## config.mk

```make
export PLATFORM = sky130hd
export DESIGN_NAME = uart_rx_frame
export DESIGN_NICKNAME = d
export VERILOG_FILES = /design/src/rtl/uart_rx_frame.sv
export SDC_FILE = /design/constraint.sdc
export NUM_CORES = 1
export LEC_CHECK = 0
export BUFFER_PORTS_ARGS = -buffer_cell sky130_fd_sc_hd__buf_2
export CORE_MARGIN = 1.5
export CORE_UTILIZATION = 54
export CTS_CLUSTER_SIZE = 20
export DETAILED_ROUTE_END_ITERATION = 8
export PLACE_DENSITY = 0.76
export REMOVE_ABC_BUFFERS = 1
export SETUP_SLACK_MARGIN = 0.2
export SYNTH_ARGS = -nofsm -noshare
export SYNTH_HDL_FRONTEND = slang
export SYNTH_SLANG_ARGS = --single-unit
export TNS_END_PERCENT = 100
```

## constraint.sdc

```tcl
create_clock -name clk -period 1.55 [get_ports clk]
set_input_delay 0.31 -clock clk [delete_from_list [all_inputs] [get_ports clk]]
set_output_delay 0.31 -clock clk [all_outputs]
set_load 0.02 [all_outputs]
```

## src/rtl/uart_rx_frame.sv

```systemverilog
// UART receive framer: synchronizes rs232_rx, detects the start edge and assembles 8N1 frames.
// Define RX_PARITY_EN to expect one even-parity bit between D7 and the stop bit.
module uart_rx_frame #(
  parameter int unsigned SYNC_STAGES = 2
) (
  input  logic       clk,
  input  logic       rst,
  input  logic       rs232_rx,
  input  logic       clk_bps,
  output logic       bps_start,
  output logic [7:0] rx_data,
  output logic       rx_valid,
  output logic       rx_frame_err,
  output logic       rx_parity_err
);

  localparam int unsigned DATA_W = 8;
  localparam int unsigned CNT_W  = 3;

  typedef enum logic [2:0] {
    IDLE   = 3'd0,
    START  = 3'd1,
    DATA   = 3'd2,
`ifdef RX_PARITY_EN
    PARITY = 3'd3,
`endif
    STOP   = 3'd4
  } state_e;

  state_e                 state_q, state_d;
  logic [SYNC_STAGES-1:0] sync_q, sync_d;
  logic                   hist_q, hist_d;
  logic [DATA_W-1:0]      shift_q, shift_d;
  logic [CNT_W-1:0]       cnt_q, cnt_d;
  logic [DATA_W-1:0]      rx_data_q, rx_data_d;
  logic                   bps_start_q, bps_start_d;
  logic                   rx_valid_q, rx_valid_d;
  logic                   rx_frame_err_q, rx_frame_err_d;
`ifdef RX_PARITY_EN
  logic                   par_bad_q, par_bad_d;
  logic                   rx_parity_err_q, rx_parity_err_d;
`endif

  logic synced;
  logic start_edge;

  assign synced     = sync_q[SYNC_STAGES-1];
  assign start_edge = hist_q & ~synced;

  // Next-state, datapath and pulse outputs; pulses default low every cycle.
  always_comb begin
    state_d        = state_q;
    sync_d         = {sync_q[SYNC_STAGES-2:0], rs232_rx};
    hist_d         = synced;
    shift_d        = shift_q;
    cnt_d          = cnt_q;
    rx_data_d      = rx_data_q;
    bps_start_d    = bps_start_q;
    rx_valid_d     = 1'b0;
    rx_frame_err_d = 1'b0;
`ifdef RX_PARITY_EN
    par_bad_d       = par_bad_q;
    rx_parity_err_d = 1'b0;
`endif
    case (state_q)
      IDLE: begin
        if (start_edge) begin
          state_d     = START;
          bps_start_d = 1'b1;
        end
      end
      START: begin
        if (clk_bps) begin
          if (synced) begin
            state_d     = IDLE;
            bps_start_d = 1'b0;
          end else begin
            state_d = DATA;
            cnt_d   = '0;
          end
        end
      end
      DATA: begin
        if (clk_bps) begin
          shift_d = {synced, shift_q[DATA_W-1:1]};
          cnt_d   = cnt_q + CNT_W'(1);
          if (cnt_q == CNT_W'(DATA_W - 1)) begin
`ifdef RX_PARITY_EN
            state_d = PARITY;
`else
            state_d = STOP;
`endif
          end
        end
      end
`ifdef RX_PARITY_EN
      PARITY: begin
        if (clk_bps) begin
          par_bad_d = ^{shift_q, synced};
          state_d   = STOP;
        end
      end
`endif
      STOP: begin
        if (clk_bps) begin
          state_d     = IDLE;
          bps_start_d = 1'b0;
          // A bad stop bit overrides any parity result.
          if (!synced) begin
            rx_frame_err_d = 1'b1;
          end
`ifdef RX_PARITY_EN
          else if (par_bad_q) begin
            rx_parity_err_d = 1'b1;
          end
`endif
          else begin
            rx_valid_d = 1'b1;
            rx_data_d  = shift_q;
          end
        end
      end
      default: begin
        state_d     = IDLE;
        bps_start_d = 1'b0;
      end
    endcase
  end

  // Synchronizer idles high after reset so no spurious start edge is seen.
  always_ff @(posedge clk) begin
    if (rst) begin
      state_q        <= IDLE;
      sync_q         <= '1;
      hist_q         <= 1'b1;
      shift_q        <= '0;
      cnt_q          <= '0;
      rx_data_q      <= '0;
      bps_start_q    <= 1'b0;
      rx_valid_q     <= 1'b0;
      rx_frame_err_q <= 1'b0;
`ifdef RX_PARITY_EN
      par_bad_q       <= 1'b0;
      rx_parity_err_q <= 1'b0;
`endif
    end else begin
      state_q        <= state_d;
      sync_q         <= sync_d;
      hist_q         <= hist_d;
      shift_q        <= shift_d;
      cnt_q          <= cnt_d;
      rx_data_q      <= rx_data_d;
      bps_start_q    <= bps_start_d;
      rx_valid_q     <= rx_valid_d;
      rx_frame_err_q <= rx_frame_err_d;
`ifdef RX_PARITY_EN
      par_bad_q       <= par_bad_d;
      rx_parity_err_q <= rx_parity_err_d;
`endif
    end
  end

  assign bps_start    = bps_start_q;
  assign rx_data      = rx_data_q;
  assign rx_valid     = rx_valid_q;
  assign rx_frame_err = rx_frame_err_q;
`ifdef RX_PARITY_EN
  assign rx_parity_err = rx_parity_err_q;
`else
  assign rx_parity_err = 1'b0;
`endif

endmodule

```

==> impl_summary.txt, run 1 <==
----------------------------------------------------
[CTS]
  Clock Sinks ... 28
  Clock tree from TritonCTS ... yes
  Clock insertion delay at the later pin of the skew report ... between 300 and 400 ps
  H-tree levels ... 1
  Total clock buffers created by CTS ... 3
  Clock transition at the registers of the reported paths ... 140 ps
  CTS max path bufs ... 2
  Root buffer cell ... sky130_fd_sc_hd__clkbuf_4

[Floorplanning]
  Die footprint ... 2410 um^2
  Vertical extent of the die ... slightly below 50 um
  Effective utilization at floorplan ... 0.578
  Floorplan core area ... about 2000 um^2
  Standard-cell row count ... 16
  Number of top-level pins ... 16
  Die X-Extent ... slightly below 50 um

[Run]
  Count of max-cap constraint violations ... 0

[Global route]
  Largest net degree at the start of global routing ... 23
  Global-route wire length before repair ... 3460 um
  Total global routing overflow ... 0
  Number of global-route vias before repair ... slightly below 800
  Number of antenna violations at the first check in global routing ... 0
  Total GRT Usage ... 0.186

[Final layout]
  Non-filler instance count after layout ... 159
  Synthesis-to-layout area growth ... 11.8%
  Design Area, Final ... ~1300 um^2
  Fill cells ... between 150 and 200
  Sequential cell area in the final layout ... 564 um^2
  Net count, final ... 140
  Area occupied by multi-input gates ... 533 um^2
  Fraction of final layout cells sized beyond drive strength 1 ... 0.273
  Diodes inserted ... 0

[Yosys]
  Number of flops mapped to enable cells by yosys ... 0
  Main area contributors after synthesis ... sky130_fd_sc_hd__dfxtp_1 (49%), sky130_fd_sc_hd__mux2i_1 (7.0%), sky130_fd_sc_hd__a21oi_1 (3.9%)
  Most repeated cell in the gate-level netlist after synthesis ... sky130_fd_sc_hd__dfxtp_1
  Distinct cell type count after synthesis ... 33
  Area leader, netlist ... sky130_fd_sc_hd__dfxtp_1
  Area fraction of the dominant cell type after synthesis ... 0.490
  Synth cell count leaders ... sky130_fd_sc_hd__dfxtp_1 (28), sky130_fd_sc_hd__nor2_1 (11), sky130_fd_sc_hd__a21oi_1 (9), sky130_fd_sc_hd__nand3_1 (9)
  Sequential element share of the synthesized area ... 0.490
  Predominant post-synthesis flop cell ... sky130_fd_sc_hd__dfxtp_1
  Combined area of all synthesized cells ... 1140 um^2
  #FFs+latches synth ... 28
  Proportion of register bits with asynchronous set or reset after synthesis ... 0
  Number of warnings printed during yosys synthesis ... 0
  Post-synthesis area per instance ... slightly below 10 um^2
  Cell count after synthesis ... 119

[Worst setup path]
  Crit path capture type ... flop
  Type of the worst setup path ... flop to flop
  Cell class contributing the biggest share of worst-path delay ... flip-flops
  Critical Path Max Stage Delay ... a little over 400 ps
  Required time of the critical path ... 1760 ps
  Ordered list of cells on the worst path ... or3b_4 > a211oi_4 > o21ai_1
  Critical path fanouts, max ... 7
  Signal arrival time at the worst endpoint ... 1520 ps
  Buffers plus inverters on the worst setup path ... 0
  CP Launch Type ... flop
  Critical-path top delay cell ... sky130_fd_sc_hd__dfxtp_4

[Detailed routing]
  First DRT Iteration DRCs ... 11
  Total number of vias ... a little under 900
  Routed length per instance ... about 14 um
  Number of design rule violations left after detail routing ... 0
  Count of nets left with antenna violations after detail routing ... 0
  Aggregate routed wire length ... approximately 2200 um
  Post-DR vias/cell ... ~5.5
  Drt pass-1 iters ... 4

[Placed design]
  Gpl congestion ... ~0.84
  Instance area at placement ... around 1200 um^2
  Final HPWL from detailed placement ... 1470 um
  Dpl ws ... about 150 ps
  Count of placed standard cells including taps ... about 150
  Input/output buffers ... 14

[Timing]
  Clock tree skew after final layout ... slightly above 5 ps
  Maximum clock frequency ... between 700 and 800 MHz
  Setup-failing EPs final ... 0
  Min cycle time layout ... between 1000 and 1500 ps
  Setup repair after global routing missed its margin ... false
  Accumulated negative setup slack ... 0 ps
  PnR worst setup slack ... 239 ps
  Final hold violation count ... 0
  Post-route worst hold slack ... around 180 ps
  Count of final max-slew check failures ... 0
  Final critical-path share of the clock period ... 0.846

[Pwr]
  Leak pwr ... about 0.48 nW
  Power Dens Cells ... approximately 840 nW/um^2
  Peak supply drop ... 0.650 mV

[Min path]
  Path type of the worst min-delay path ... primary input to flop

[Status]
  Status ... completed

----------------------------------------------------
==> per-layer routing <==
layer,share of wire,vias up,GRT usage,wire length [um]
met3,0.033,0,0.0399,72
met5,0,-,0,0
met4,0,0,0.0429,0
met2,0.50,16,0.324,1080
li1,-,445,-,-
met1,0.47,413,0.237,1010
==> state kept, by name, indices dropped and copies added (netlist names) <==
signal,count
rx_data,8
shift_q,8
cnt_q,3
state_q,3
sync_q,2
bps_start,1
hist_q,1
rx_frame_err,1
rx_valid,1
==> layout make-up <==
| type | instances | area share |
|---|---|---|
| sequential | 28 | 0.441 |
| multi-input combinational | 78 | 0.416 |
| timing repair buffer | 20 | 0.0899 |
| tap | 27 | 0.0264 |
| clock buffer | 3 | 0.0176 |
| inverter | 3 | 0.00880 |
==> metrics by stage <==
step,utilization,power [mW]
6_report,0.646,1.07
3_5_place_dp,0.616,0.804
5_1_grt,0.646,1.11
3_3_place_gp,0.616,0.802
4_1_cts,0.628,1.08
2_1_floorplan,-,0.775
==> logic make-up after synthesis <==
kind of cell | share of synthesized area
AOI/OAI and AO/OA | 0.148
buffers and inverters | 0.0612
DFF | 0.490
and+or+nand+nor | 0.207
muxes | 0.0699
other | 0.00328
adders and majority gates | 0.0219
==> placed cells by master, fill, tap and decap left out, drive strengths merged, types with 2 or more instances in the layout <==
master	instances
dfxtp	28
nand2b	3
o21ai	10
nand3b	2
mux2i	8
clkbuf	3
buf	20
a211oi	4
inv	3
nor3	3
nor2	12
or2	3
and4bb	2
ha	2
nand3	9
a21oi	9
==> power by group <==
part	internal, mW	switching, mW	leakage (nW)
clock	0.0906	0.188	0.0138
combinational	0.0223	0.0376	0.242
sequential	0.726	0.00641	0.227
==> worst paths after layout <==
kind	from	endpoint	slack, ps	cells after the start
worst max-delay path	state_q[0]	cnt_q[2]	240	3
worst min-delay path	rs232_rx	sync_q[0]	180	2
worst max register to register	state_q[0]	cnt_q[2]	240	3
worst min register to register	sync_q[0]	sync_q[1]	430	1
==> what timing repair did <==
item	in CTS	in global routing
endpoints found under the hold margin	0	0
pin swaps	0	1
buffers inserted	0	2
resized for setup	1	5
hold buffers	0	0
gates cloned	0	0
endpoints found under the setup margin	11	19
Power figures use the tool's default switching activity.
==> run 2: changes to the inputs <==
--- a/config.mk
+++ b/config.mk
@@ -5,6 +5,7 @@
 export SDC_FILE = /design/constraint.sdc
 export NUM_CORES = 1
 export LEC_CHECK = 0
+export ABC_AREA = 1
 export BUFFER_PORTS_ARGS = -buffer_cell sky130_fd_sc_hd__buf_2
 export CORE_MARGIN = 1.5
 export CORE_UTILIZATION = 54
==> constraint.sdc (replaced) <==
create_clock -name clk -period 1.4 [get_ports clk]
set_input_delay 0.28 -clock clk [delete_from_list [all_inputs] [get_ports clk]]
set_output_delay 0.28 -clock clk [all_outputs]
set_load 0.02 [all_outputs]
==> run 2 against run 1 <==
Die area shrank 0.31%. Cell count up 19%. Via count increased by 14%. Synthesized cell count is 20% higher. Combinational power grew to 10 times the previous value. Design area grew 4.1%. Power is 88% higher. Critical path depth up 4. Global-route usage increased by 1.6 points. Largest cell class unchanged. Largest power group unchanged. Highest routed layer is now met4.
==> impl_summary.txt, run 2 <==
----------------------------------------------------
[Status]
  Status ... completed (unchanged)

[Final layout]
  Design Area, Final ... 1330 um^2 (was 1280 um^2)
  Area occupied by multi-input gates ... 537 um^2 (was 533 um^2)
  Fraction of final layout cells sized beyond drive strength 1 ... 0.327 (was 0.273)
  Net count, final ... 169 (was 140)
  Leading cell type in the layout, fill and taps excluded ... sky130_fd_sc_hd__dfxtp_1 (unchanged)
  Diodes inserted ... 0 (unchanged)
  Non-filler instance count after layout ... 189 (was 159)
  Fill cells ... 176 (was 173)
  Sequential cell area in the final layout ... 573 um^2 (was 564 um^2)
  Most frequent cells in the layout ... sky130_fd_sc_hd__dfxtp_1 (24), sky130_fd_sc_hd__nor2_1 (23), sky130_fd_sc_hd__nand2_1 (21) (was sky130_fd_sc_hd__dfxtp_1 (27), sky130_fd_sc_hd__buf_2 (14), sky130_fd_sc_hd__nor2_1 (11))
  Synthesis-to-layout area growth ... 16.8% (was 11.8%)

[Floorplanning]
  Die footprint ... 2400 um^2 (was 2410 um^2)
  Floorplan core area ... 1980 um^2 (unchanged)
  Die X-Extent ... 49.0 um (about the same)
  Number of top-level pins ... 16 (unchanged)
  Vertical extent of the die ... 49.0 um (about the same)
  Standard-cell row count ... 16 (unchanged)
  Effective utilization at floorplan ... 0.576 (was 0.578)

[Global route]
  Global Route met3 Usage ... 0.0276 (was 0.0399)
  Total GRT Usage ... 0.203 (was 0.186)
  Gr busiest metal ... met2 (unchanged)
  Number of antenna violations at the first check in global routing ... 0 (unchanged)
  Largest net degree at the start of global routing ... 16 (was 23)
  Number of global-route vias before repair ... 902 (was 777)
  Global-route track usage on met2 ... 0.342 (was 0.324)
  Global-route wire length before repair ... 3800 um (was 3460 um)
  Grt met1 use ... 0.260 (was 0.237)
  Total global routing overflow ... 0 (unchanged)

[Yosys]
  Combined area of all synthesized cells ... 1140 um^2 (about the same)
  Cell count after synthesis ... 143 (was 119)
  Synth cell count leaders ... sky130_fd_sc_hd__dfxtp_1 (28), sky130_fd_sc_hd__nor2_1 (24), sky130_fd_sc_hd__nand2_1 (23) (was sky130_fd_sc_hd__dfxtp_1 (28), sky130_fd_sc_hd__nor2_1 (11), sky130_fd_sc_hd__a21oi_1 (9), sky130_fd_sc_hd__nand3_1 (9))
  Sequential element share of the synthesized area ... 0.491 (was 0.490)
  Distinct cell type count after synthesis ... 23 (was 33)
  Proportion of register bits with asynchronous set or reset after synthesis ... 0 (unchanged)
  Most repeated cell in the gate-level netlist after synthesis ... sky130_fd_sc_hd__dfxtp_1 (unchanged)
  Main area contributors after synthesis ... sky130_fd_sc_hd__dfxtp_1 (49%), sky130_fd_sc_hd__nor2_1 (7.9%), sky130_fd_sc_hd__nand2_1 (7.6%) (was sky130_fd_sc_hd__dfxtp_1 (49%), sky130_fd_sc_hd__mux2i_1 (7.0%), sky130_fd_sc_hd__a21oi_1 (3.9%))
  Number of flops mapped to enable cells by yosys ... 0 (unchanged)
  Predominant post-synthesis flop cell ... sky130_fd_sc_hd__dfxtp_1 (unchanged)
  Number of warnings printed during yosys synthesis ... 0 (unchanged)
  #FFs+latches synth ... 28 (unchanged)
  Area leader, netlist ... sky130_fd_sc_hd__dfxtp_1 (unchanged)
  Post-synthesis area per instance ... 7.98 um^2 (was 9.62 um^2)
  Area fraction of the dominant cell type after synthesis ... 0.491 (was 0.490)

[CTS]
  CTS max path bufs ... 2 (unchanged)
  Clock tree from TritonCTS ... yes (unchanged)
  Root buffer cell ... sky130_fd_sc_hd__clkbuf_4 (unchanged)
  Clock insertion delay at the later pin of the skew report ... 330 ps (was 310 ps)
  Clock Sinks ... 28 (unchanged)
  Clock transition at the registers of the reported paths ... 150 ps (was 140 ps)
  Total clock buffers created by CTS ... 3 (unchanged)
  H-tree levels ... 1 (unchanged)

[Pwr]
  Peak supply drop ... 1.04 mV (was 0.650 mV)
  Leak pwr ... 0.615 nW (was 0.483 nW)
  Overall power ... 2.02 mW (was 1.07 mW)
  Power Dens Cells ... 1520 nW/um^2 (was 837 nW/um^2)

[Detailed routing]
  Routed length per instance ... 12.3 um (was 13.6 um)
  First DRT Iteration DRCs ... 24 (was 11)
  Count of nets left with antenna violations after detail routing ... 0 (unchanged)
  Number of design rule violations left after detail routing ... 0 (unchanged)
  Post-DR vias/cell ... 5.26 (was 5.50)
  Aggregate routed wire length ... 2330 um (was 2170 um)
  Total number of vias ... 994 (was 874)
  Drt pass-1 iters ... 4 (unchanged)

[Worst setup path]
  CP Launch Type ... flop (unchanged)
  Reg-to-reg endpoint ... shift_q[6] (was cnt_q[2])
  Crit path capture type ... flop (unchanged)
  Setup slack, reg-to-reg ... 180 ps (was 240 ps)
  Required time of the critical path ... 1680 ps (was 1760 ps)
  Type of the worst setup path ... flop to flop (unchanged)
  Launching element of the worst setup path ... state_q[1] (was state_q[0])
  Signal arrival time at the worst endpoint ... 1500 ps (was 1520 ps)
  Critical path fanouts, max ... 7 (unchanged)
  Length in cells of the worst reg-to-reg path ... 7 (was 3)
  Reg-to-reg critical path startpoint ... state_q[1] (was state_q[0])

[Timing]
  Setup-failing EPs final ... 0 (unchanged)
  Setup repair after global routing missed its margin ... true (was false)
  PnR worst setup slack ... 180 ps (was 239 ps)
  Final critical-path share of the clock period ... 0.872 (was 0.846)
  Clock tree skew after final layout ... 2.05 ps (was 5.17 ps)
  Maximum clock frequency ... 820 MHz (was 763 MHz)
  Final hold violation count ... 0 (unchanged)
  Count of final max-slew check failures ... 0 (unchanged)
  Accumulated negative setup slack ... 0 ps (unchanged)
  Min cycle time layout ... 1220 ps (was 1310 ps)

[Placed design]
  Instance area at placement ... 1240 um^2 (was 1220 um^2)
  Final HPWL from detailed placement ... 1610 um (was 1470 um)
  Gpl congestion ... 0.758 (was 0.836)
  Input/output buffers ... 14 (unchanged)
  Dpl ws ... 205 ps (was 146 ps)
  Count of placed standard cells including taps ... 183 (was 154)

[Min path]
  Hold Path Cell Cnt ... 2 (unchanged)
  Hold Startpoint ... rs232_rx (unchanged)
  Path type of the worst min-delay path ... primary input to flop (unchanged)
  Hold endpoint ... sync_q[0] (unchanged)

[Run]
  Count of max-cap constraint violations ... 0 (unchanged)

----------------------------------------------------
==> run 2: changes by cell type after synthesis, sizes merged, moves of 3 or more <==
cell	previous run	this run
mux2i	8	0
inv	3	9
a21oi	9	13
nand2	0	28
nand3	9	17
a211oi	4	0
nor2	12	28
clkbuf	5	1
nand2b	3	0
==> run 2: per-stage QoR <==
step,hold slack (ps),util
6_report,118,0.672
3_5_place_dp,420,0.626
3_3_place_gp,399,0.626
4_1_cts,125,0.645
2_1_floorplan,342,-
5_1_grt,114,0.672
==> run 2: where the power goes <==
group	switching, mW	leakage (nW)	internal [mW]
sequential	0.0946	0.230	0.907
combinational	0.387	0.364	0.228
clock	0.243	0.0210	0.160
total	0.724	0.615	1.29
==> run 2: what timing repair did <==
action                                  CTS  global route
setup buffers                             0             2
pin swaps                                 0            10
resized for setup                         2            19
hold endpoints to repair                  0             0
hold buffers                              0             0
endpoints found under the setup margin    1            23
==> run 2: worst max path at each step <==
stage,endpoint,slack [ps],cells after the start
4_1_cts,state_q[2],200,7
2_1_floorplan,shift_q[0],250,7
6_report,shift_q[6],180,7
5_1_grt,state_q[1],110,7
3_3_place_gp,bps_start,230,7
3_5_place_dp,bps_start,210,7
==> run 2: final cells by class <==
type / count / share of cell area
clock buffers: 4 / 0.0272
multi-input cells: 101 / 0.403
inverters: 9 / 0.0254
flip-flops and latches: 28 / 0.430
repair buffers: 20 / 0.0892
well taps: 27 / 0.0254
==> run 2: critical path, stage by stage (launching register included) <==
cell	delay (ps)
sky130_fd_sc_hd__dfxtp_4	410
sky130_fd_sc_hd__inv_2	40
sky130_fd_sc_hd__nor2_2	100
sky130_fd_sc_hd__nand2_2	100
sky130_fd_sc_hd__nor2_4	170
sky130_fd_sc_hd__buf_6	150
sky130_fd_sc_hd__o21ai_0	70
sky130_fd_sc_hd__nor2_1	130
==> run 2: cell families after synthesis <==
group	share of synthesized area
and+or+nand+nor	0.315
DFF	0.491
AOI/OAI and AO/OA	0.109
buffers and inverters	0.0603
adders and majority gates	0.0219
other	0.00329
==> run 2: layer usage <==
metal / vias up / routed length (um)
li1: 498 / -
met1: 465 / 1080
met2: 26 / 1130
met3: 5 / 91
met4: 0 / 36
met5: - / 0
